===== src/rtl/cpu_seq_pkg.sv =====
// Shared types and default vectors for the multicycle phase sequencer.
package cpu_seq_pkg;

    localparam int unsigned SEQ_ST_W = 3;

    typedef enum logic [SEQ_ST_W-1:0] {
        IDLE  = 3'd0,
        FETCH = 3'd1,
        EXEC  = 3'd2,
        MEM   = 3'd3,
        WB    = 3'd4,
        HALT  = 3'd5
    } seq_state_t;

    localparam logic [31:0] SEQ_RESET_VEC = 32'h0000_0000;
    localparam logic [31:0] SEQ_ISR_VEC   = 32'h0000_0000;

    // True for the states that own an outstanding memory request.
    function automatic logic seq_is_mem_state(input seq_state_t s);
        return (s == FETCH) || (s == MEM);
    endfunction

endpackage


===== src/rtl/seq_watchdog.sv =====
// Memory-wait watchdog: counts consecutive unanswered request cycles and
// flags expiry on the TO_CYCLES-th one. Only built when SEQ_TIMEOUT_EN is set.
module seq_watchdog
    import cpu_seq_pkg::*;
#(
    parameter int unsigned TO_CYCLES = 255
) (
    input  logic clk,
    input  logic rst,
    input  logic i_wait,
    output logic o_expire_c
);

    localparam int unsigned CNT_W = (TO_CYCLES > 1) ? $clog2(TO_CYCLES) : 1;

    logic [CNT_W-1:0] r_cnt;

    assign o_expire_c = i_wait && (r_cnt == CNT_W'(TO_CYCLES - 1));

    // Count waiting cycles; any ack or idle cycle restarts the count.
    always_ff @(posedge clk or posedge rst) begin
        if (rst) begin
            r_cnt <= '0;
        end else if (i_wait && !o_expire_c) begin
            r_cnt <= r_cnt + CNT_W'(1);
        end else begin
            r_cnt <= '0;
        end
    end

endmodule


===== src/rtl/cpu_phase_sequencer.sv =====
// Multicycle fetch/exec/mem/writeback sequencer owning PC, IR and load data.
// Optional feature: define SEQ_TIMEOUT_EN to enable the memory watchdog / HALT.
module cpu_phase_sequencer
    import cpu_seq_pkg::*;
#(
    parameter int unsigned     DATA_W    = 32,
    parameter int unsigned     PC_W      = 32,
    parameter logic [PC_W-1:0] RESET_VEC = PC_W'(SEQ_RESET_VEC),
    parameter logic [PC_W-1:0] ISR_VEC   = PC_W'(SEQ_ISR_VEC),
    parameter int unsigned     TO_CYCLES = 255
) (
    input  logic              clk,
    input  logic              rst,
    input  logic              ena,
    output logic              mem_req,
    output logic              mem_we,
    output logic [PC_W-3:0]   mem_addr,
    input  logic              mem_ack,
    input  logic [DATA_W-1:0] mem_rdata,
    output logic [DATA_W-1:0] instr,
    output logic [PC_W-1:0]   pc,
    input  logic [PC_W-1:0]   next_pc,
    input  logic [PC_W-1:0]   epc,
    input  logic              eret,
    input  logic              jisr,
    input  logic [PC_W-1:0]   ea,
    input  logic              do_load,
    input  logic              do_store,
    output logic [DATA_W-1:0] load_data,
    output logic              gp_we_en,
    output logic              exec_phase,
    output logic              abort
);

    seq_state_t        r_state;
    seq_state_t        w_state_nxt;
    logic [PC_W-1:0]   r_pc;
    logic [PC_W-1:0]   w_pc_nxt;
    logic              w_pc_upd;
    logic [PC_W-3:0]   r_mem_addr;
    logic [PC_W-3:0]   w_addr_nxt;
    logic              w_we_nxt;
    logic              r_mem_req;
    logic              r_mem_we;
    logic              r_is_load;
    logic [DATA_W-1:0] r_instr;
    logic [DATA_W-1:0] r_load_data;
    logic              r_gp_we;
    logic              r_exec;
    logic              r_abort;
    logic              w_ack;
    logic              w_wd_expire;
    logic              w_unused;

    // Acks only count while a request is actually outstanding.
    assign w_ack = mem_ack && r_mem_req;

`ifdef SEQ_TIMEOUT_EN
    seq_watchdog #(
        .TO_CYCLES (TO_CYCLES)
    ) u_watchdog (
        .clk        (clk),
        .rst        (rst),
        .i_wait     (r_mem_req && !mem_ack),
        .o_expire_c (w_wd_expire)
    );
    assign w_unused = ^ea[1:0];
`else
    logic [31:0] w_to_unused;
    assign w_to_unused = 32'(TO_CYCLES);
    assign w_wd_expire = 1'b0;
    assign w_unused    = ^{ea[1:0], w_to_unused};
`endif

    // State register.
    always_ff @(posedge clk or posedge rst) begin
        if (rst) begin
            r_state <= IDLE;
        end else begin
            r_state <= w_state_nxt;
        end
    end

    // Next state, PC redirect and next request address/direction.
    always_comb begin
        w_state_nxt = r_state;
        w_pc_upd    = 1'b0;
        w_pc_nxt    = r_pc;
        w_addr_nxt  = r_mem_addr;
        w_we_nxt    = 1'b0;
        case (r_state)
            IDLE: begin
                if (ena) begin
                    w_state_nxt = FETCH;
                    w_addr_nxt  = r_pc[PC_W-1:2];
                end
            end
            FETCH: begin
                if (w_ack) w_state_nxt = EXEC;
            end
            EXEC: begin
                if (do_load || do_store) begin
                    w_state_nxt = MEM;
                    w_addr_nxt  = ea[PC_W-1:2];
                end else begin
                    w_state_nxt = WB;
                end
            end
            MEM: begin
                if (w_ack) w_state_nxt = WB;
            end
            WB: begin
                w_pc_upd = 1'b1;
                w_pc_nxt = jisr ? ISR_VEC : (eret ? epc : next_pc);
                if (ena) begin
                    w_state_nxt = FETCH;
                    w_addr_nxt  = w_pc_nxt[PC_W-1:2];
                end else begin
                    w_state_nxt = IDLE;
                end
            end
            HALT:    w_state_nxt = HALT;
            default: w_state_nxt = IDLE;
        endcase
        if (w_wd_expire) w_state_nxt = HALT;
        if (w_state_nxt == MEM) w_we_nxt = (r_state == MEM) ? r_mem_we : do_store;
    end

    // Registered outputs and datapath captures.
    always_ff @(posedge clk or posedge rst) begin
        if (rst) begin
            r_pc        <= RESET_VEC;
            r_mem_addr  <= RESET_VEC[PC_W-1:2];
            r_mem_req   <= 1'b0;
            r_mem_we    <= 1'b0;
            r_is_load   <= 1'b0;
            r_instr     <= '0;
            r_load_data <= '0;
            r_gp_we     <= 1'b0;
            r_exec      <= 1'b0;
            r_abort     <= 1'b0;
        end else begin
            r_mem_req  <= seq_is_mem_state(w_state_nxt);
            r_mem_we   <= w_we_nxt;
            r_mem_addr <= w_addr_nxt;
            r_gp_we    <= (w_state_nxt == WB);
            r_exec     <= (w_state_nxt == EXEC) || (w_state_nxt == MEM) || (w_state_nxt == WB);
            r_abort    <= (w_state_nxt == HALT);
            if (w_pc_upd) r_pc <= w_pc_nxt;
            if (r_state == FETCH && w_ack) r_instr <= mem_rdata;
            if (r_state == EXEC) r_is_load <= do_load;
            if (r_state == MEM && w_ack && r_is_load) r_load_data <= mem_rdata;
        end
    end

    assign mem_req    = r_mem_req;
    assign mem_we     = r_mem_we;
    assign mem_addr   = r_mem_addr;
    assign instr      = r_instr;
    assign pc         = r_pc;
    assign load_data  = r_load_data;
    assign gp_we_en   = r_gp_we;
    assign exec_phase = r_exec;
    assign abort      = r_abort;

endmodule


===== config.mk =====
export PLATFORM = sky130hd
export DESIGN_NAME = cpu_phase_sequencer
export DESIGN_NICKNAME = d
export VERILOG_FILES = /design/src/rtl/cpu_seq_pkg.sv /design/src/rtl/seq_watchdog.sv /design/src/rtl/cpu_phase_sequencer.sv
export SDC_FILE = /design/constraint.sdc
export NUM_CORES = 1
export LEC_CHECK = 0
export ABC_AREA = 1
export CORE_UTILIZATION = 30
export CTS_CLUSTER_DIAMETER = 30
export DETAILED_ROUTE_END_ITERATION = 16
export GPL_TIMING_DRIVEN = 0
export PLACE_DENSITY = 0.74
export SYNTH_ARGS = -nofsm -noshare
export SYNTH_HDL_FRONTEND = slang
export SYNTH_SLANG_ARGS = --single-unit

===== constraint.sdc =====
create_clock -name clk -period 4.25 [get_ports clk]
set_input_delay 0.6375 -clock clk [delete_from_list [all_inputs] [get_ports clk]]
set_output_delay 0.6375 -clock clk [all_outputs]
set_load 0.01 [all_outputs]

==> reports/qor.yml, run 1 <==
status: "finished, final reports clean"
post_cts_buffers: 0
cts-htree-levels: 4
comb_power_share: 0.453
cts-resized-gates: 0
grt-ovfl-total: 0
synth_top_cell_by_area: "dfrtp_1"
portBuffers: 263
fmax_ghz: 0.4943
synth_nets: 897
grt_pass1_wl_um: 32420
rsz0062_at_grt: "no"
p_leak_uw: 0.004710
firstDrtPassIters: 5
io-pin-count: 267
grt_pass1_vias: 6118
post-route-period-util: 0.4760
clk_pin_slew_worst_paths_ps: 60
crit_family: "buffers and inverters"
tightest_slew_ps: 573.4
drc: 0
synth_cell_types: 18
via_count: 6095
final_antenna_net_count: 0
power.share.sequential: 0.339
synth-seq-cells: 135
synthCells: 761
cts_root_buf: "clkbuf_16"
worstSetupPathType: "flip-flop to output port"
drt-vias-per-instance: 4.610
clock_path_buffers: 2
p_per_area_nw_per_um2: 693.8
yosysWarnings: 0
start_kind: "flip-flop"
required_ps: 3610
start_util: 0.3082
crit_chain: "clkdlybuf4s50_1"
setup_slack_ps: 2227
clk_latency_ps: 410
drv_slew: 0
dp_hpwl_um: 15750
antenna_found_initial: 0
hold_violations: 0
diodes: 0
grt_start_max_net_pins: 85
dieArea_um2: 20700
drt_iter0_drc: 389
fin_worst_skew_ps: 11.78
gp_congestion: 0.8718
maxSlewHeadroom: 0.6177
ys_seq_area_frac: 0.5595
p_int_uw: 4213
drive_gt1_frac: 0.07285
cts_made_buffers: 17
arrival_ps: 1390
stdcell_count: 1322
fillers: 1893
drv_cap: 0
period_needed_ps: 2023
cts_tree: "built"
syn_area_per_cell_um2: 7.935
ir_drop_uv: 303.5
min_path_type: "flip-flop to flip-flop"
p_switching_uw: 2440
critPathMaxFanout: 3
wl_um: 20920
grt.total_usage: 0.2074
dp.cells: 1290
area_delta_synth_final_pct: 58.81
ctsHoldBuffers: 0
setup_viol: 0
fp.dieH_um: 143.9
switching_share: 0.3668
synth_area_leaders: "dfrtp_1, nand2_1, nand3_1"
synth_top_area_share: 0.5595
dp_slack_ps: 1898
final_nets: 1180
cpPeakStageDelay_ps: 590
cp_num_buf_inv: 1
numClockSinks: 135
hold_slack_ps: 478.1
row_count: 51
core_um2: 19590
avgRoutedWirePerCell_um: 15.83
netlist_area_um2: 6038
clock_power_share: 0.208
die_width_um: 143.9
cp_slowest_cell: "clkdlybuf4s50_1"
worstSetupEndpointType: "output port"
## logic make-up (layout without fill, tap and decap cells)
logic type      Yosys count  count (layout)  synth area share
compound gates           73              73           0.06113
buf+inv                  96             392           0.07128
flops                   135             135            0.5595
mux                       2               2          0.003316
simple gates            455             455            0.3048
## registers in the layout, indices dropped and copies added (netlist names)
register / cells
mem_addr: 30
mem_req: 1
instr: 32
mem_we: 1
load_data: 32
r_is_load: 1
abort: 1
gp_we_en: 1
pc: 32
exec_phase: 1
r_state: 3
## worst paths after layout
kind                                    startpoint                 endpoint  cells after the start  slack [ps]
max reg2reg                   r_state[1]$_DFF_PP0_  mem_addr[9]$_DFFE_PP0P_                      8        2690
max                             pc[11]$_DFFE_PP0N_                   pc[11]                      1        2230
min reg2reg                mem_addr[2]$_DFFE_PP0P_  mem_addr[2]$_DFFE_PP0P_                      2         480
max in group asynchronous                      rst       pc[12]$_DFFE_PP0N_                      3        2810
min                        mem_addr[2]$_DFFE_PP0P_  mem_addr[2]$_DFFE_PP0P_                      2         480
min in group asynchronous                      rst  mem_addr[7]$_DFFE_PP0P_                      2         660
## final cells by class
cell class                      instances  area, µm²  area share
Clock buffer                           19      442.9     0.04619
Sequential cell                       135       3378      0.3523
Timing Repair Buffer                  264       2660      0.2774
Multi-Input combinational cell        530       2230      0.2325
Inverter                               52      200.2     0.02088
Clock inverter                         13      111.4     0.01161
Buffer                                 44      235.2     0.02453
Tap cell                              265      331.6     0.03458
## through the flow
stage / TNS [ps] / utilization / total power [µW] / area (µm²)
2_1_floorplan: 0 / - / 3581 / 6038
3_3_place_gp: -272330 / 0.4595 / 5228 / 9002
3_5_place_dp: 0 / 0.4612 / 5298 / 9035
4_1_cts: 0 / 0.4895 / 6713 / 9589
5_1_grt: 0 / 0.4895 / 7093 / 9589
6_report: 0 / 0.4895 / 6653 / 9589
## tightest hold or removal path: stages, from the launching register on
cell	delay (ps)
dfrtp_1	340
nand2_1	50
nand2_1	50
## Yosys cell counts (all sizes together)
cell    count
nor2       13
o21ai      71
dfrtp     135
nand2     348
a21oi       2
mux2i       2
buf        34
clkbuf     10
nand3      94
inv        52
## power groups by stage
| stage | Clock (µW) | Sequential (µW) | Combinational (µW) |
|---|---|---|---|
| 2_1_floorplan | 0 | 2490 | 1090 |
| 3_3_place_gp | 0 | 2250 | 2980 |
| 3_5_place_dp | 0 | 2250 | 3050 |
| 4_1_cts | 1410 | 2250 | 3050 |
| 5_1_grt | 1470 | 2320 | 3300 |
| 6_report | 1390 | 2260 | 3010 |
## metal layers
layer,vias to the layer above,global-route usage,part of all wire
li1,2961,-,-
met3,35,0.04232,0.058
met4,0,0.08399,0.027
met2,211,0.3427,0.49
met5,-,0,0
met1,2888,0.2638,0.43
## cells in the final DEF, fill, tap and decap left out
cell and n:
nand3_2 1, nand3_1 93, nor2_2 1, a21oi_2 1, clkbuf_1 11, a21oi_1 1, nand2_1 345, inv_1 47
o21ai_1 36, inv_2 4, buf_4 1, clkbuf_16 17, clkinv_4 2, buf_6 4, nor2_1 12, buf_16 1
inv_6 7, mux2i_1 2, clkinvlp_4 4, clkbuf_8 1, dfrtp_1 135, buf_2 29, o21ai_0 35, inv_8 1
clkdlybuf4s50_1 263, nand2_2 3
No activity file was read; power rests on OpenSTA's default activity.
==> run 2, diff against run 1 <==
clock period = 1.7 ns   (was 4.25 ns; I/O delays follow)
==> run 2 against run 1 <==
Net effect:
- count of clock-buffer cells in the layout shrank 2
- register-to-register slack lost 2500 ps
- via count shrank 0.30%
- worst hold slack lost 190 ps
- clock power grew to 2.8 times the previous value
- sequential share of layout area shrank 0.37 points
- non-clock buffer count grew 2
==> reports/qor.yml, run 2 (same netlist as run 1, synthesis figures left out) <==
status: "finished, final reports clean"  # unchanged
fmax_ghz: 0.6120
drt-vias-per-instance: 4.590  # was 4.610
clk_latency_ps: 410  # about the same
final_cell_mix: "nand2_1, clkdlybuf4s50_1, dfrtp_1, nand3_1, inv_1"  # unchanged
grt_pass1_wl_um: 32290  # was 32420 µm
stdcell_count: 1324  # was 1322
period_needed_ps: 1634
p_int_uw: 10940  # was 4213 µW
comb_power_share: 0.443  # was 0.453
ctsHoldBuffers: 0  # unchanged
core_um2: 19590  # unchanged
maxSlewHeadroom: 0.5663  # was 0.6177
arrival_ps: 1380  # was 1390 ps
via_count: 6077  # was 6095
grt_start_max_net_pins: 42  # was 85
r2r_setup_slack_ps: 150  # was 2690 ps
switching_share: 0.3590  # was 0.3668
cts_root_buf: "clkbuf_16"  # unchanged
p_switching_uw: 6126  # was 2440 µW
clk_pin_slew_worst_paths_ps: 60  # about the same
fp.dieH_um: 143.9  # unchanged
cp_num_buf_inv: 1  # unchanged
cts_made_buffers: 17  # unchanged
start_kind: "flip-flop"  # unchanged
crit_start: "pc[23]$_DFFE_PP0N_"  # was pc[11]$_DFFE_PP0N_
cpPeakStageDelay_ps: 590  # about the same
wl_um: 21160  # was 20920 µm
ir_drop_uv: 680.0  # was 303.5 µV
hold_slack_ps: 290.7  # was 478.1 ps
drive_gt1_frac: 0.07743  # was 0.07285
drv_slew: 0  # unchanged
dp.cells: 1292  # was 1290
setup_viol: 0  # unchanged
hold_violations: 0  # unchanged
grt.total_usage: 0.2072  # was 0.2074
drv_cap: 0  # unchanged
cp_num_cells: 1  # unchanged
p_leak_uw: 0.004780  # was 0.004710 µW
multiInputGateArea_um2: 2235  # was 2230 µm²
fillers: 1863  # was 1893
dieArea_um2: 20700  # unchanged
dp_hpwl_um: 16100  # was 15750 µm
final_common_cell: "nand2_1"  # unchanged
reg2reg_to: "mem_addr[9]$_DFFE_PP0P_"  # unchanged
critPathMaxFanout: 3  # unchanged
post-route-period-util: 0.9611
worstSetupPathType: "flip-flop to output port"  # unchanged
avgRoutedWirePerCell_um: 15.98  # was 15.83 µm
worstSetupEndpointType: "output port"  # unchanged
start_util: 0.3082  # unchanged
gp_congestion: 0.8450  # was 0.8718
area_delta_synth_final_pct: 60.51  # was 58.81%
crit_family: "buffers and inverters"  # unchanged
numClockSinks: 135  # unchanged
antenna_found_initial: 0  # unchanged
grt-ovfl-total: 0  # unchanged
cts_tree: "built"  # unchanged
portBuffers: 263  # unchanged
tightest_slew_ps: 649.1  # was 573.4 ps
drc: 0  # unchanged
required_ps: 1440  # was 3610 ps
r2r_cells: 8  # unchanged
diodes: 0  # unchanged
io-pin-count: 267  # unchanged
reg2reg_from: "r_state[2]$_DFF_PP0_"  # was r_state[1]$_DFF_PP0_
drt_iter0_drc: 332  # was 389
min_path_type: "input port to asynchronous set/reset pin"  # was flip-flop to flip-flop
fin_worst_skew_ps: 8.908  # was 11.78 ps
final_nets: 1182  # was 1180
crit_path_end: "pc[23]"  # was pc[11]
p_per_area_nw_per_um2: 1761  # was 693.8 nW/µm²
rsz0062_at_grt: "no"  # unchanged
power.share.sequential: 0.331  # was 0.339
seq_area_um2: 3378  # unchanged
clock_path_buffers: 2  # unchanged
die_width_um: 143.9  # unchanged
row_count: 51  # unchanged
grt_pass1_vias: 5991  # was 6118
crit_chain: "clkdlybuf4s50_1"  # unchanged
clock_power_share: 0.226  # was 0.208
cts-htree-levels: 4  # unchanged
firstDrtPassIters: 5  # unchanged
final_antenna_net_count: 0  # unchanged
cp_slowest_cell: "clkdlybuf4s50_1"  # unchanged
## run 2: power by group through the flow
stage | Clock (µW) | Sequential [µW] | Combinational, µW
2_1_floorplan | 0 | 6230 | 2730
3_5_place_dp | 0 | 5640 | 7610
6_report | 3860 | 5650 | 7560
5_1_grt | 4100 | 5830 | 8230
3_3_place_gp | 0 | 5620 | 7450
4_1_cts | 3950 | 5630 | 7620
## run 2: metal layers
layer,routed length [µm],track usage,up-vias
met5,0,0,-
li1,-,-,2973
met2,10060,0.3262,242
met1,9072,0.2679,2817
met4,698,0.09295,0
met3,1332,0.05098,45
## run 2: worst min-delay path by stage
stage / endpoint / slack (ps) / depth (start not counted)
floorplan: load_data[22]$_DFFE_PP0P_ / 400 / 2
global placement: mem_addr[3]$_DFFE_PP0P_ / 460 / 2
detailed placement: mem_addr[3]$_DFFE_PP0P_ / 460 / 2
CTS: pc[22]$_DFFE_PP0N_ / 290 / 4
global route: pc[22]$_DFFE_PP0N_ / 320 / 4
finish: instr[9]$_DFFE_PP0P_ / 290 / 2
## run 2: cell type report
cell class	instances	area share
Sequential cell	135	0.3486
Timing Repair Buffer	266	0.2779
Multi-Input combinational cell	530	0.2306
Clock buffer	17	0.04389
Tap cell	265	0.03421
Buffer	44	0.02453
Inverter	52	0.02053
Clock inverter	15	0.01975
## run 2: through the flow
step | setup TNS, ps | total power, µW | util | setup slack (ps) | instance area [µm²]
CTS | 0 | 17200 | 0.4942 | 1.598 | 9682
floorplan | -31610 | 8955 | - | -234.2 | 6042
global placement | -211700 | 13070 | 0.4597 | -1558 | 9006
detailed placement | -2566 | 13250 | 0.4628 | -171.8 | 9066
global route | 0 | 18160 | 0.4947 | 0.2240 | 9692
finish | 0 | 17060 | 0.4947 | 66.09 | 9692
## run 2: what timing repair did
| item | 4_1_cts | 5_1_grt |
|---|---|---|
| buffers inserted | 0 | 0 |
| endpoints found under the setup margin | 1 | 7 |
| pin swaps | 0 | 0 |
| gates resized for setup | 1 | 4 |
==> run 3, diff against run 2 <==
TNS_END_PERCENT = 1   (was unset)
==> run 3 against run 2 <==
Net effect:
- worst hold slack is essentially flat
- critical endpoint is now pc[2]
- combinational power is essentially flat
- critical path type unchanged
- sequential share of layout area is essentially flat
- largest cell class unchanged
- highest routed layer unchanged
- clock power is essentially flat
==> reports/qor.yml, run 3 (same netlist as run 1, synthesis figures left out) <==
status: "finished, final reports clean"  # unchanged
stdcell_area_um2: 9689  # was 9692 µm²
arrival_ps: 1380  # about the same
gp_congestion: 0.8450  # unchanged
drive_gt1_frac: 0.07743  # unchanged
grt_pass1_wl_um: 32290  # unchanged
cpPeakStageDelay_ps: 590  # about the same
drc: 0  # unchanged
power.share.sequential: 0.331  # about the same
clk_pin_slew_worst_paths_ps: 60  # about the same
drv_slew: 0  # unchanged
hold_violations: 0  # unchanged
row_count: 51  # unchanged
grt_start_max_net_pins: 42  # unchanged
dp.cells: 1292  # unchanged
numClockSinks: 135  # unchanged
worstSetupEndpointType: "output port"  # unchanged
rsz0062_at_grt: "yes"  # was no
antenna_found_initial: 0  # unchanged
avgRoutedWirePerCell_um: 15.97  # was 15.98 µm
p_per_area_nw_per_um2: 1760  # was 1761 nW/µm²
cts_tree: "built"  # unchanged
multiInputGateArea_um2: 2235  # unchanged
period_needed_ps: 1634  # about the same
area_delta_synth_final_pct: 60.46  # was 60.51%
grt.total_usage: 0.2072  # unchanged
stdcell_count: 1324  # unchanged
final_common_cell: "nand2_1"  # unchanged
ctsHoldBuffers: 0  # unchanged
min_path_type: "input port to asynchronous set/reset pin"  # unchanged
final_util: 0.4946  # was 0.4947
final_antenna_net_count: 0  # unchanged
portBuffers: 263  # unchanged
die_width_um: 143.9  # unchanged
cts_root_buf: "clkbuf_16"  # unchanged
ir_drop_uv: 679.6  # was 680.0 µV
start_kind: "flip-flop"  # unchanged
reg2reg_from: "r_state[2]$_DFF_PP0_"  # unchanged
firstDrtPassIters: 5  # unchanged
via_count: 6080  # was 6077
crit_start: "pc[2]$_DFFE_PP0N_"  # was pc[23]$_DFFE_PP0N_
cts_made_buffers: 17  # unchanged
switching_share: 0.3590  # about the same
p_leak_uw: 0.004778  # was 0.004780 µW
fillers: 1865  # was 1863
drt-vias-per-instance: 4.592  # was 4.590
hold_slack_ps: 290.9  # was 290.7 ps
crit_family: "buffers and inverters"  # unchanged
clock_power_share: 0.226  # about the same
cp_slowest_cell: "clkdlybuf4s50_1"  # unchanged
core_um2: 19590  # unchanged
start_util: 0.3082  # unchanged
comb_power_share: 0.443  # about the same
clock_path_buffers: 2  # unchanged
p_int_uw: 10930  # was 10940 µW
grt-ovfl-total: 0  # unchanged
clk_latency_ps: 410  # about the same
tightest_slew_ps: 649.4  # was 649.1 ps
post-route-period-util: 0.9614  # was 0.9611
required_ps: 1440  # about the same
fmax_ghz: 0.6119  # was 0.6120 GHz
placed_area_um2: 9066  # unchanged
finalSetupTns_ps: 0  # unchanged
critPathMaxFanout: 3  # unchanged
post_cts_buffers: 0  # unchanged
drt_iter0_drc: 330  # was 332
setup_viol: 0  # unchanged
dp_hpwl_um: 16100  # unchanged
maxSlewHeadroom: 0.5661  # was 0.5663
fp.dieH_um: 143.9  # unchanged
dieArea_um2: 20700  # unchanged
crit_chain: "clkdlybuf4s50_1"  # unchanged
fin_worst_skew_ps: 8.836  # was 8.908 ps
worstSetupPathType: "flip-flop to output port"  # unchanged
cp_num_buf_inv: 1  # unchanged
drv_cap: 0  # unchanged
final_nets: 1182  # unchanged
final_cell_mix: "nand2_1, clkdlybuf4s50_1, dfrtp_1, nand3_1, inv_1"  # unchanged
cts-htree-levels: 4  # unchanged
seq_area_um2: 3378  # unchanged
io-pin-count: 267  # unchanged
wl_um: 21150  # was 21160 µm
grt_pass1_vias: 5991  # unchanged
p_switching_uw: 6123  # was 6126 µW
diodes: 0  # unchanged
-- run 3: area by class of cell --
type / instances / share of cell area
buffer: 44 / 0.02428
tap: 265 / 0.03422
inverter: 52 / 0.02053
timing repair buffer: 266 / 0.2780
multi-input combinational: 530 / 0.2306
clock buffer: 17 / 0.04390
clock inverter: 15 / 0.01976
sequential: 135 / 0.3487
-- run 3: repair_timing --
action,CTS,global route
pin swaps,0,0
setup endpoints to repair,1,7
gates resized for setup,1,3
-- run 3: final timing paths --
| check | depth (start not counted) | slack (ps) | endpoint |
|---|---|---|---|
| setup / recovery | 1 | 70 | pc[2] |
| hold / removal | 2 | 290 | instr[9]$_DFFE_PP0P_ |
| setup reg to reg | 8 | 150 | mem_addr[9]$_DFFE_PP0P_ |
| hold reg to reg | 2 | 480 | mem_addr[3]$_DFFE_PP0P_ |
| max in group asynchronous | 4 | 530 | pc[14]$_DFFE_PP0N_ |
| min in group clk | 4 | 300 | pc[22]$_DFFE_PP0N_ |
-- run 3: layer usage --
layer | track usage | wire length, µm | up-vias
met5 | 0 | 0 | -
met4 | 0.09295 | 707 | 0
met3 | 0.05098 | 1348 | 47
met2 | 0.3262 | 10050 | 242
met1 | 0.2679 | 9042 | 2818
li1 | - | - | 2973
-- run 3: stage by stage --
stage / worst slack, ps / total power, µW
after floorplan: -234.2 / 8955
after global placement: -1558 / 13070
after detailed placement: -171.8 / 13250
after CTS: 1.598 / 17200
after global routing: -0.7261 / 18160
final: 65.67 / 17060
-- run 3: power groups by stage --
stage	clock, µW	sequential, µW	combinational (µW)
after floorplan	0	6230	2730
after global placement	0	5620	7450
after detailed placement	0	5640	7610
after CTS	3950	5630	7620
after global routing	4100	5830	8220
final	3860	5650	7550
